===== src/rtl/led_channel_ctrl.sv =====
// LED channel controller: ASCII byte command parser driving per-channel
// force-on, PWM duty and blink enables, with a registered LED output stage.
//
// state      | meaning
// -----------+------------------------------------------------------------
// S_IDLE     | waiting for a command byte; single-byte commands act here
// S_DUTY_CH  | '#' seen, waiting for the channel letter
// S_DUTY_VAL | channel latched, waiting for the hex duty digit
// S_BLINK_CH | '!' seen, waiting for the channel letter to toggle blink
module led_channel_ctrl #(
    parameter int CHANNELS  = 8,
    parameter int PWM_BITS  = 3,
    parameter int BLINK_DIV = 5_167_000,
    parameter int TIMEOUT   = 1_033_400
) (
    input  logic                clk,
    input  logic                reset_n,
    input  logic                rx_valid,
    input  logic [7:0]          rx_data,
    input  logic [CHANNELS-1:0] overlay,
    output logic [CHANNELS-1:0] led,
    output logic [CHANNELS-1:0] force_state,
    output logic                cmd_err,
    output logic                busy
);

    localparam int BLK_W = $clog2(BLINK_DIV);
    localparam int TMO_W = $clog2(TIMEOUT);
    localparam logic [PWM_BITS-1:0] PWM_LAST = PWM_BITS'((1 << PWM_BITS) - 2);
    localparam logic [BLK_W-1:0]    BLK_LAST = BLK_W'(BLINK_DIV - 1);
    localparam logic [TMO_W-1:0]    TMO_LAST = TMO_W'(TIMEOUT - 1);

    typedef enum logic [1:0] {
        S_IDLE,
        S_DUTY_CH,
        S_DUTY_VAL,
        S_BLINK_CH
    } state_t;

    state_t                              state_q, state_d;
    logic [CHANNELS-1:0]                 force_q, force_d;
    logic [CHANNELS-1:0]                 blink_en_q, blink_en_d;
    logic [CHANNELS-1:0][PWM_BITS-1:0]   duty_q, duty_d;
    logic [CHANNELS-1:0]                 ch_mask_q, ch_mask_d;
    logic [TMO_W-1:0]                    tmo_cnt_q, tmo_cnt_d;
    logic                                err_q, err_d;
    logic [PWM_BITS-1:0]                 pwm_cnt_q;
    logic [BLK_W-1:0]                    blink_cnt_q;
    logic                                blink_phase_q;
    logic [CHANNELS-1:0]                 led_q;

    logic                is_upper, is_lower, letter_ok;
    logic [4:0]          letter_idx;
    logic [CHANNELS-1:0] letter_mask;
    logic                hex_ok;
    logic [3:0]          hex_val;
    logic [PWM_BITS-1:0] duty_new;
    logic [CHANNELS-1:0] pwm_on;

    // Byte classification: channel letters (either case) and hex digits.
    // The channel is carried as a one-hot mask so no array is indexed
    // by a wider-than-needed letter index.
    always_comb begin
        is_upper   = (rx_data >= 8'h41) && (rx_data <= 8'h5A);
        is_lower   = (rx_data >= 8'h61) && (rx_data <= 8'h7A);
        letter_idx = '0;
        if (is_upper) begin
            letter_idx = 5'(rx_data - 8'h41);
        end else if (is_lower) begin
            letter_idx = 5'(rx_data - 8'h61);
        end
        letter_ok   = (is_upper || is_lower) && (int'(letter_idx) < CHANNELS);
        letter_mask = '0;
        for (int i = 0; i < CHANNELS; i++) begin
            if (letter_idx == 5'(i)) begin
                letter_mask[i] = 1'b1;
            end
        end
        hex_ok  = 1'b1;
        hex_val = '0;
        if ((rx_data >= 8'h30) && (rx_data <= 8'h39)) begin
            hex_val = 4'(rx_data - 8'h30);
        end else if ((rx_data >= 8'h41) && (rx_data <= 8'h46)) begin
            hex_val = 4'(rx_data - 8'h37);
        end else if ((rx_data >= 8'h61) && (rx_data <= 8'h66)) begin
            hex_val = 4'(rx_data - 8'h57);
        end else begin
            hex_ok = 1'b0;
        end
        duty_new = PWM_BITS'(hex_val >> (4 - PWM_BITS));
    end

    // Parser next state, channel register updates and idle timeout.
    // A byte on the expiry cycle wins over the timeout.
    always_comb begin
        state_d    = state_q;
        force_d    = force_q;
        blink_en_d = blink_en_q;
        duty_d     = duty_q;
        ch_mask_d  = ch_mask_q;
        tmo_cnt_d  = tmo_cnt_q;
        err_d      = 1'b0;
        if (rx_valid) begin
            tmo_cnt_d = '0;
            state_d   = S_IDLE;
            case (state_q)
                S_IDLE: begin
                    if (rx_data == 8'h40) begin
                        force_d = '1;
                    end else if (rx_data == 8'h60) begin
                        force_d = '0;
                    end else if (letter_ok && is_upper) begin
                        force_d = force_q | letter_mask;
                    end else if (letter_ok && is_lower) begin
                        force_d = force_q & ~letter_mask;
                    end else if (rx_data == 8'h23) begin
                        state_d = S_DUTY_CH;
                    end else if (rx_data == 8'h21) begin
                        state_d = S_BLINK_CH;
                    end else begin
                        err_d = 1'b1;
                    end
                end
                S_DUTY_CH: begin
                    if (letter_ok) begin
                        ch_mask_d = letter_mask;
                        state_d   = S_DUTY_VAL;
                    end else begin
                        err_d = 1'b1;
                    end
                end
                S_DUTY_VAL: begin
                    if (hex_ok) begin
                        for (int i = 0; i < CHANNELS; i++) begin
                            if (ch_mask_q[i]) begin
                                duty_d[i] = duty_new;
                            end
                        end
                    end else begin
                        err_d = 1'b1;
                    end
                end
                S_BLINK_CH: begin
                    if (letter_ok) begin
                        blink_en_d = blink_en_q ^ letter_mask;
                    end else begin
                        err_d = 1'b1;
                    end
                end
                default: state_d = S_IDLE;
            endcase
        end else if (state_q != S_IDLE) begin
            if (tmo_cnt_q == TMO_LAST) begin
                state_d   = S_IDLE;
                err_d     = 1'b1;
                tmo_cnt_d = '0;
            end else begin
                tmo_cnt_d = tmo_cnt_q + 1'b1;
            end
        end
    end

    // Parser and channel configuration registers.
    always_ff @(posedge clk or negedge reset_n) begin
        if (!reset_n) begin
            state_q    <= S_IDLE;
            force_q    <= '0;
            blink_en_q <= '0;
            duty_q     <= '1;
            ch_mask_q  <= '0;
            tmo_cnt_q  <= '0;
            err_q      <= 1'b0;
        end else begin
            state_q    <= state_d;
            force_q    <= force_d;
            blink_en_q <= blink_en_d;
            duty_q     <= duty_d;
            ch_mask_q  <= ch_mask_d;
            tmo_cnt_q  <= tmo_cnt_d;
            err_q      <= err_d;
        end
    end

    // PWM compare; an all-ones duty never meets the counter so stays on.
    always_comb begin
        pwm_on = '0;
        for (int i = 0; i < CHANNELS; i++) begin
            pwm_on[i] = (pwm_cnt_q < duty_q[i]);
        end
    end

    // PWM counter, blink divider and registered LED drive.
    always_ff @(posedge clk or negedge reset_n) begin
        if (!reset_n) begin
            pwm_cnt_q     <= '0;
            blink_cnt_q   <= '0;
            blink_phase_q <= 1'b1;
            led_q         <= '0;
        end else begin
            pwm_cnt_q <= (pwm_cnt_q == PWM_LAST) ? '0 : pwm_cnt_q + 1'b1;
            if (blink_cnt_q == BLK_LAST) begin
                blink_cnt_q   <= '0;
                blink_phase_q <= ~blink_phase_q;
            end else begin
                blink_cnt_q <= blink_cnt_q + 1'b1;
            end
            led_q <= (force_q | overlay) & pwm_on & (~blink_en_q | {CHANNELS{blink_phase_q}});
        end
    end

    assign led         = led_q;
    assign force_state = force_q;
    assign cmd_err     = err_q;
    assign busy        = (state_q != S_IDLE);

endmodule


===== config.mk =====
export PLATFORM = sky130hd
export DESIGN_NAME = led_channel_ctrl
export DESIGN_NICKNAME = d
export VERILOG_FILES = /design/src/rtl/led_channel_ctrl.sv
export SDC_FILE = /design/constraint.sdc
export NUM_CORES = 1
export LEC_CHECK = 0
export BUFFER_PORTS_ARGS = -buffer_cell sky130_fd_sc_hd__clkbuf_2
export CELL_PAD_IN_SITES_DETAIL_PLACEMENT = 0
export CELL_PAD_IN_SITES_GLOBAL_PLACEMENT = 1
export CORE_MARGIN = 10
export CORE_UTILIZATION = 38
export DETAILED_ROUTE_END_ITERATION = 10
export PLACE_DENSITY = 0.74
export SLEW_MARGIN = 10
export SYNTH_ARGS = -nofsm -noshare
export SYNTH_HDL_FRONTEND = slang
export SYNTH_SLANG_ARGS = --single-unit

===== constraint.sdc =====
create_clock -name clk -period 5.9 [get_ports clk]
set_input_delay 0.885 -clock clk [delete_from_list [all_inputs] [get_ports clk]]
set_output_delay 0.885 -clock clk [all_outputs]
set_load 0.05 [all_outputs]

# Yosys cells after proc, flatten, opt, wreduce, memory -nomap -nowiden

Index checks and enable logic that the tools add are counted.

Reduce and logical (&&, ||, !) cells: 28
Mux-type cells: 48
Bitwise operators: 10
Equality and inequality tests: 17
Magnitude comparators: 17
$add $sub $neg: 8

Operator list:

| cell                                                                              | number |
|---|---|
| 20-bit two-way mux                                                                | 3 |
| 8-bit by 7-bit less-or-equal comparator with 1-bit output (second input constant) | 4 |
| 8-bit two-way mux                                                                 | 4 |
| 4-bit AND reduction                                                               | 8 |
| 8-bit bitwise AND                                                                 | 3 |
| 3-bit less-than comparator                                                        | 8 |
| 8-bit OR                                                                          | 3 |
| 23-bit by 1-bit adder with 23-bit output (second input constant)                  | 1 |
| 23-bit == test (second input constant)                                            | 1 |
| 23-bit two-way mux                                                                | 1 |
| 1-bit two-way mux                                                                 | 22 |
| 20-bit by 1-bit adder with 20-bit output (second input constant)                  | 1 |
| 20-bit == test (second input constant)                                            | 1 |
| 5-bit by 3-bit == test with 1-bit output (second input constant)                  | 4 |
| 2-bit two-way mux                                                                 | 10 |
| 8-bit by 6-bit == test with 1-bit output (second input constant)                  | 2 |
| 8-bit by 7-bit == test with 1-bit output (second input constant)                  | 2 |
| 8-bit by 7-bit >= comparator with 1-bit output (second input constant)            | 2 |
| 8-bit inverter                                                                    | 2 |
| 4-bit two-way mux                                                                 | 3 |
| 5-bit by 2-bit == test with 1-bit output (second input constant)                  | 2 |
| 5-bit two-way mux                                                                 | 2 |
| 5-bit by 1-bit subtractor with 5-bit output (second input constant)               | 2 |
| 3-bit AND reduction                                                               | 3 |
| 23 further kinds                                                                  | 34 |

Bits of input ports: 19
Output and inout port bits: 18
Bits in registers: 106
Logic and storage cells: 146

# Depth between registers and ports, before layout

Depth in word-level cells: 13
Mapped depth: 11

# Worst setup path before layout

OpenSTA, ideal clock, no wires.

Kind: input port to flip-flop
Start: input rx_data[0]
End: register ch_mask_q[0]
Stages: 10
Data arrival time: 2.937 ns
Data required time: 5.775 ns
Slack: 2.839 ns
Cells stage by stage: clkbuf_1 inv_1 ha_1 clkbuf_1 a31oi_1 o211ai_1 nor2_2 and4b_1 buf_4 mux2_2

Longest elaborated chain between the ends: 7
Elaborated cells on any way between the ends: 16
Those cells by class: 2 x add/sub; 5 x order compare; 3 x mux; 6 x reduce/logical

RTL lines:

| what                                                                                                                               | line | source |
|---|---|---|
| start, declared                                                                                                                    | 19   | `input logic [7:0] rx_data,` |
| 8-bit by 7-bit >= comparator with 1-bit output / 8-bit by 7-bit less-or-equal comparator with 1-bit output (equally long branches) | 65   | `is_lower = (rx_data >= 8'h61) && (rx_data <= 8'h7A);` |
| 1-bit logical AND                                                                                                                  | 65   |  |
| 5-bit two-way mux                                                                                                                  | 69   | `end else if (is_lower) begin` |
| 5-bit two-way mux                                                                                                                  | 67   | `if (is_upper) begin` |
| 5-bit by 4-bit less-than comparator with 1-bit output                                                                              | 72   | `letter_ok = (is_upper \|\| is_lower) && (int'(letter_idx) < CHANNELS);` |
| 1-bit logical AND                                                                                                                  | 72   |  |
| 3-bit AND reduction (no source line)                                                                                               | -    |  |
| end signal, assigned                                                                                                               | 178  | `ch_mask_q <= ch_mask_d;` |
| end, declared                                                                                                                      | 44   | `logic [CHANNELS-1:0] ch_mask_q, ch_mask_d;` |

Several ways; a longest one is shown, not always the timed one.
A chain may end at the register's enable or synchronous reset.

# Worst setup path after layout

Start: input rx_data[0]
End: register ch_mask_q[3]

Same word-level chain as after synthesis.

==> impl_metrics.toml <==
[outcome]
status = "complete, no violations"

[cells_and_area]
fin_area_mm2 = 0.006182
diodes = 0
nNetsFinal = 619
multi_input_area_mm2 = 0.002648
regArea_mm2 = 0.002684
area_growth_pct = 11.86
final_layout_size_suffix_gt1_share_pct = 20.10
fillers = 1362

[sta]
timing.final.crit_share_pct = 56.11
setup_tns_ns = 0
fin_ws_ns = 2.589
rsz0062_at_grt = "false"
maxSlewHeadroom_pct = 29.20
slew_violations = 0
clock-skew-final_ns = 0.008020
tightest_slew_ns = 1.058
period_needed_ns = 3.311
setup_viol = 0
clock.fmax_ghz = 0.3021
hold_viol = 0

[grt]
grtUsageTotal_pct = 12.59
grt_pass1_vias = 3997
grt.overflow.total = 0
grt_max_degree = 56
antenna_found_initial = 0
grt_pass1_wl_mm = 20.52

[placed_design]
hpwl_mm = 8.817
finalWeightedCongestion = 0.8963
preCtsSetupSlack_ns = 2.207
detailed_place.area_mm2 = 0.005887
io_buffer_count = 36

[worst_setup_path]
crit_type = "input pin to register"
crit_fanout = 15
worstSetupStartpointType = "input pin"
worstPathRequired_ns = 6.13
cp_top_family = "simple AND/OR/NAND/NOR gates"
cp.depth = 8
r2r_cells = 5
endpoint_kind = "register"
cp.arrival_ns = 3.55
path_cells = "clkbuf_2, inv_1, ha_1, a31oi_1, o211ai_1, nor2_2, and4b_1, mux2_2"
worst-path-buf-inv = 2
cpPeakStageDelay_ns = 0.55
crit_slowest_cell = "and4b_1"

[logic_synthesis]
ys_seq_elements = 106
synth_top_area_share_pct = 36.68
synth_edf_count = 0
yosys_warnings = 0
postSynthAreaPerCell_um2 = 10.18
post-synth-top-area-cell = "dfrtp_1"
synth_area_leaders = "dfrtp_1 37%, dfstp_2 12%, mux2_2 6.9%"
syn_area_mm2 = 0.005527
syn_inst = 543
synthesis.nets = 585
async_reset_ff_share_pct = 100.0
ys_types = 53
yosysSeqAreaShare_pct = 48.56
synthFlopType = "dfrtp_1"

[power]
leakagePower_nw = 2.684
pwr-share-comb_pct = 6.7
p_per_area_mw_per_mm2 = 231.7
p_clk_share_pct = 42.0
internal_power_w = 0.001083
power.switching_w = 0.0003495
p_sw_share_pct = 24.40
ir_worst_vdd_mv = 0.1497
seqPwrFrac_pct = 51.3

[route]
vias_per_cell = 5.137
wl_per_cell_um = 15.64
ant_nets = 0
dr_total_vias = 3935
dr.pass1.iters = 4
drt-total-wl_mm = 11.98
drt_iter0_drc = 285
route.detailed.drc = 0

[cts]
cts_root_buf = "clkbuf_16"
postCtsResizedCells = 0
cts_buffers = 9
worstSkewPairLatency_ns = 0.35
htree_levels = 3
cts_hold_buffers = 0
cts_buffer_depth = 2
cts.sinks = 106
cts_tree = "yes"
cts.clk_slew.worst_paths_ns = 0.07
cts_setup_buffers = 0

[floorplan]
dieArea_mm2 = 0.01977
die_width_um = 140.6
core_mm2 = 0.01437
rows = 44
die_y_um = 140.6
start_util_pct = 38.46
io_pins = 37

[min_path]
hold_path_class = "register to register"
hold_depth = 1

[job]
maxCapViolCount = 0
==> state kept, by name (all words and copies together) (netlist names) <==
signal / cells
pwm_cnt_q: 3
state_q: 2
cmd_err: 1
blink_phase_q: 1
tmo_cnt_q: 20
force_state: 8
blink_cnt_q: 23
blink_en_q: 8
duty_q: 24
led: 8
ch_mask_q: 8
==> cell usage in the layout (no fill, tap or decap), types with 4 or more instances in the layout <==
cell	n
a211oi_1	9
a21o_1	8
a21oi_1	9
a31oi_1	5
and3_1	10
clkbuf_16	9
clkbuf_2	35
dfrtp_1	81
dfstp_2	25
ha_1	23
inv_1	33
mux2_2	34
nand2_1	42
nand2b_1	8
nand3_1	23
nand4_1	18
nor2_1	59
nor2b_1	4
nor3_1	16
nor3b_1	4
o21ai_0	12
o22ai_1	15
xnor2_1	25
xor2_1	24
==> cell families after synthesis <==
| kind of cell | count (synthesis) | synth area share, % |
|---|---|---|
| fa+ha+maj | 23 | 5.207 |
| compound gates | 72 | 8.581 |
| xor+xnor | 49 | 7.765 |
| mux | 36 | 7.290 |
| buf+inv | 49 | 3.531 |
| simple gates | 208 | 19.06 |
| flops | 106 | 48.56 |
==> cells in the mapped netlist (9+ instances only) <==
cell type,n
xnor2_1,25
o21ai_0,12
dfstp_2,25
o22ai_1,15
nand2_1,42
dfrtp_1,81
nand4_1,18
and3_1,10
ha_1,23
clkbuf_1,9
nand3_1,23
a21oi_1,9
xor2_1,24
mux2_2,34
inv_1,33
a211oi_1,9
nor3_1,16
nor2_1,59
==> path summary, 6_finish.rpt <==
kind / slack [ns] / from / end
worst min register to register: 0.43 / pwm_cnt_q[0] / pwm_cnt_q[0]
max in group asynchronous: 4.21 / reset_n / tmo_cnt_q[4]
worst max register to register: 3.22 / tmo_cnt_q[9] / tmo_cnt_q[10]
min in group asynchronous: 0.56 / reset_n / force_state[2]
worst min-delay path: 0.43 / pwm_cnt_q[0] / pwm_cnt_q[0]
worst max-delay path: 2.59 / rx_data[0] / ch_mask_q[3]
==> routing by layer <==
metal  routed length [um]  part of all wire, %  GRT usage [%]
met5                    0                    0              0
met4                  169                  1.4          4.185
met3                  340                  2.8          2.654
met2                 5322                   44          18.74
met1                 6150                   51          17.72
==> layout make-up <==
class	count	share of cell area [%]
multi-input cells	388	42.83
repair buffers	38	3.198
well taps	184	3.724
clock buffers	9	3.643
clock inverters	7	1.133
flip-flops and latches	106	43.41
inverters	34	2.064
==> worst register-to-register path, stage by stage (launching register included) <==
cell,delay (ns)
dfrtp_1,0.44
or4b_2,0.65
nor3_1,0.19
a31oi_1,0.24
nor2_1,0.87
nor2_1,0.12
==> metrics by stage <==
stage	utilization [%]	hold WS (ns)	total power, W	cells
floorplan	-	0.4072	0.0008029	543
global placement	40.97	0.4190	0.0008452	750
detailed placement	40.97	0.4229	0.0008463	750
CTS	43.03	0.4361	0.001448	766
global route	43.03	0.4715	0.001489	766
finish	43.03	0.4343	0.001433	766
==> power groups by stage <==
| stage | logic, W | clock network (W) | registers [W] |
|---|---|---|---|
| 3_3_place_gp | 0.0000969 | 0 | 0.000748 |
| 5_1_grt | 0.000107 | 0.000646 | 0.000735 |
| 4_1_cts | 0.0000981 | 0.000615 | 0.000735 |
| 6_report | 0.0000958 | 0.000602 | 0.000735 |
| 3_5_place_dp | 0.0000977 | 0 | 0.000749 |
| 2_1_floorplan | 0.0000440 | 0 | 0.000759 |
Note: power is estimated with default switching activity, not from simulation.
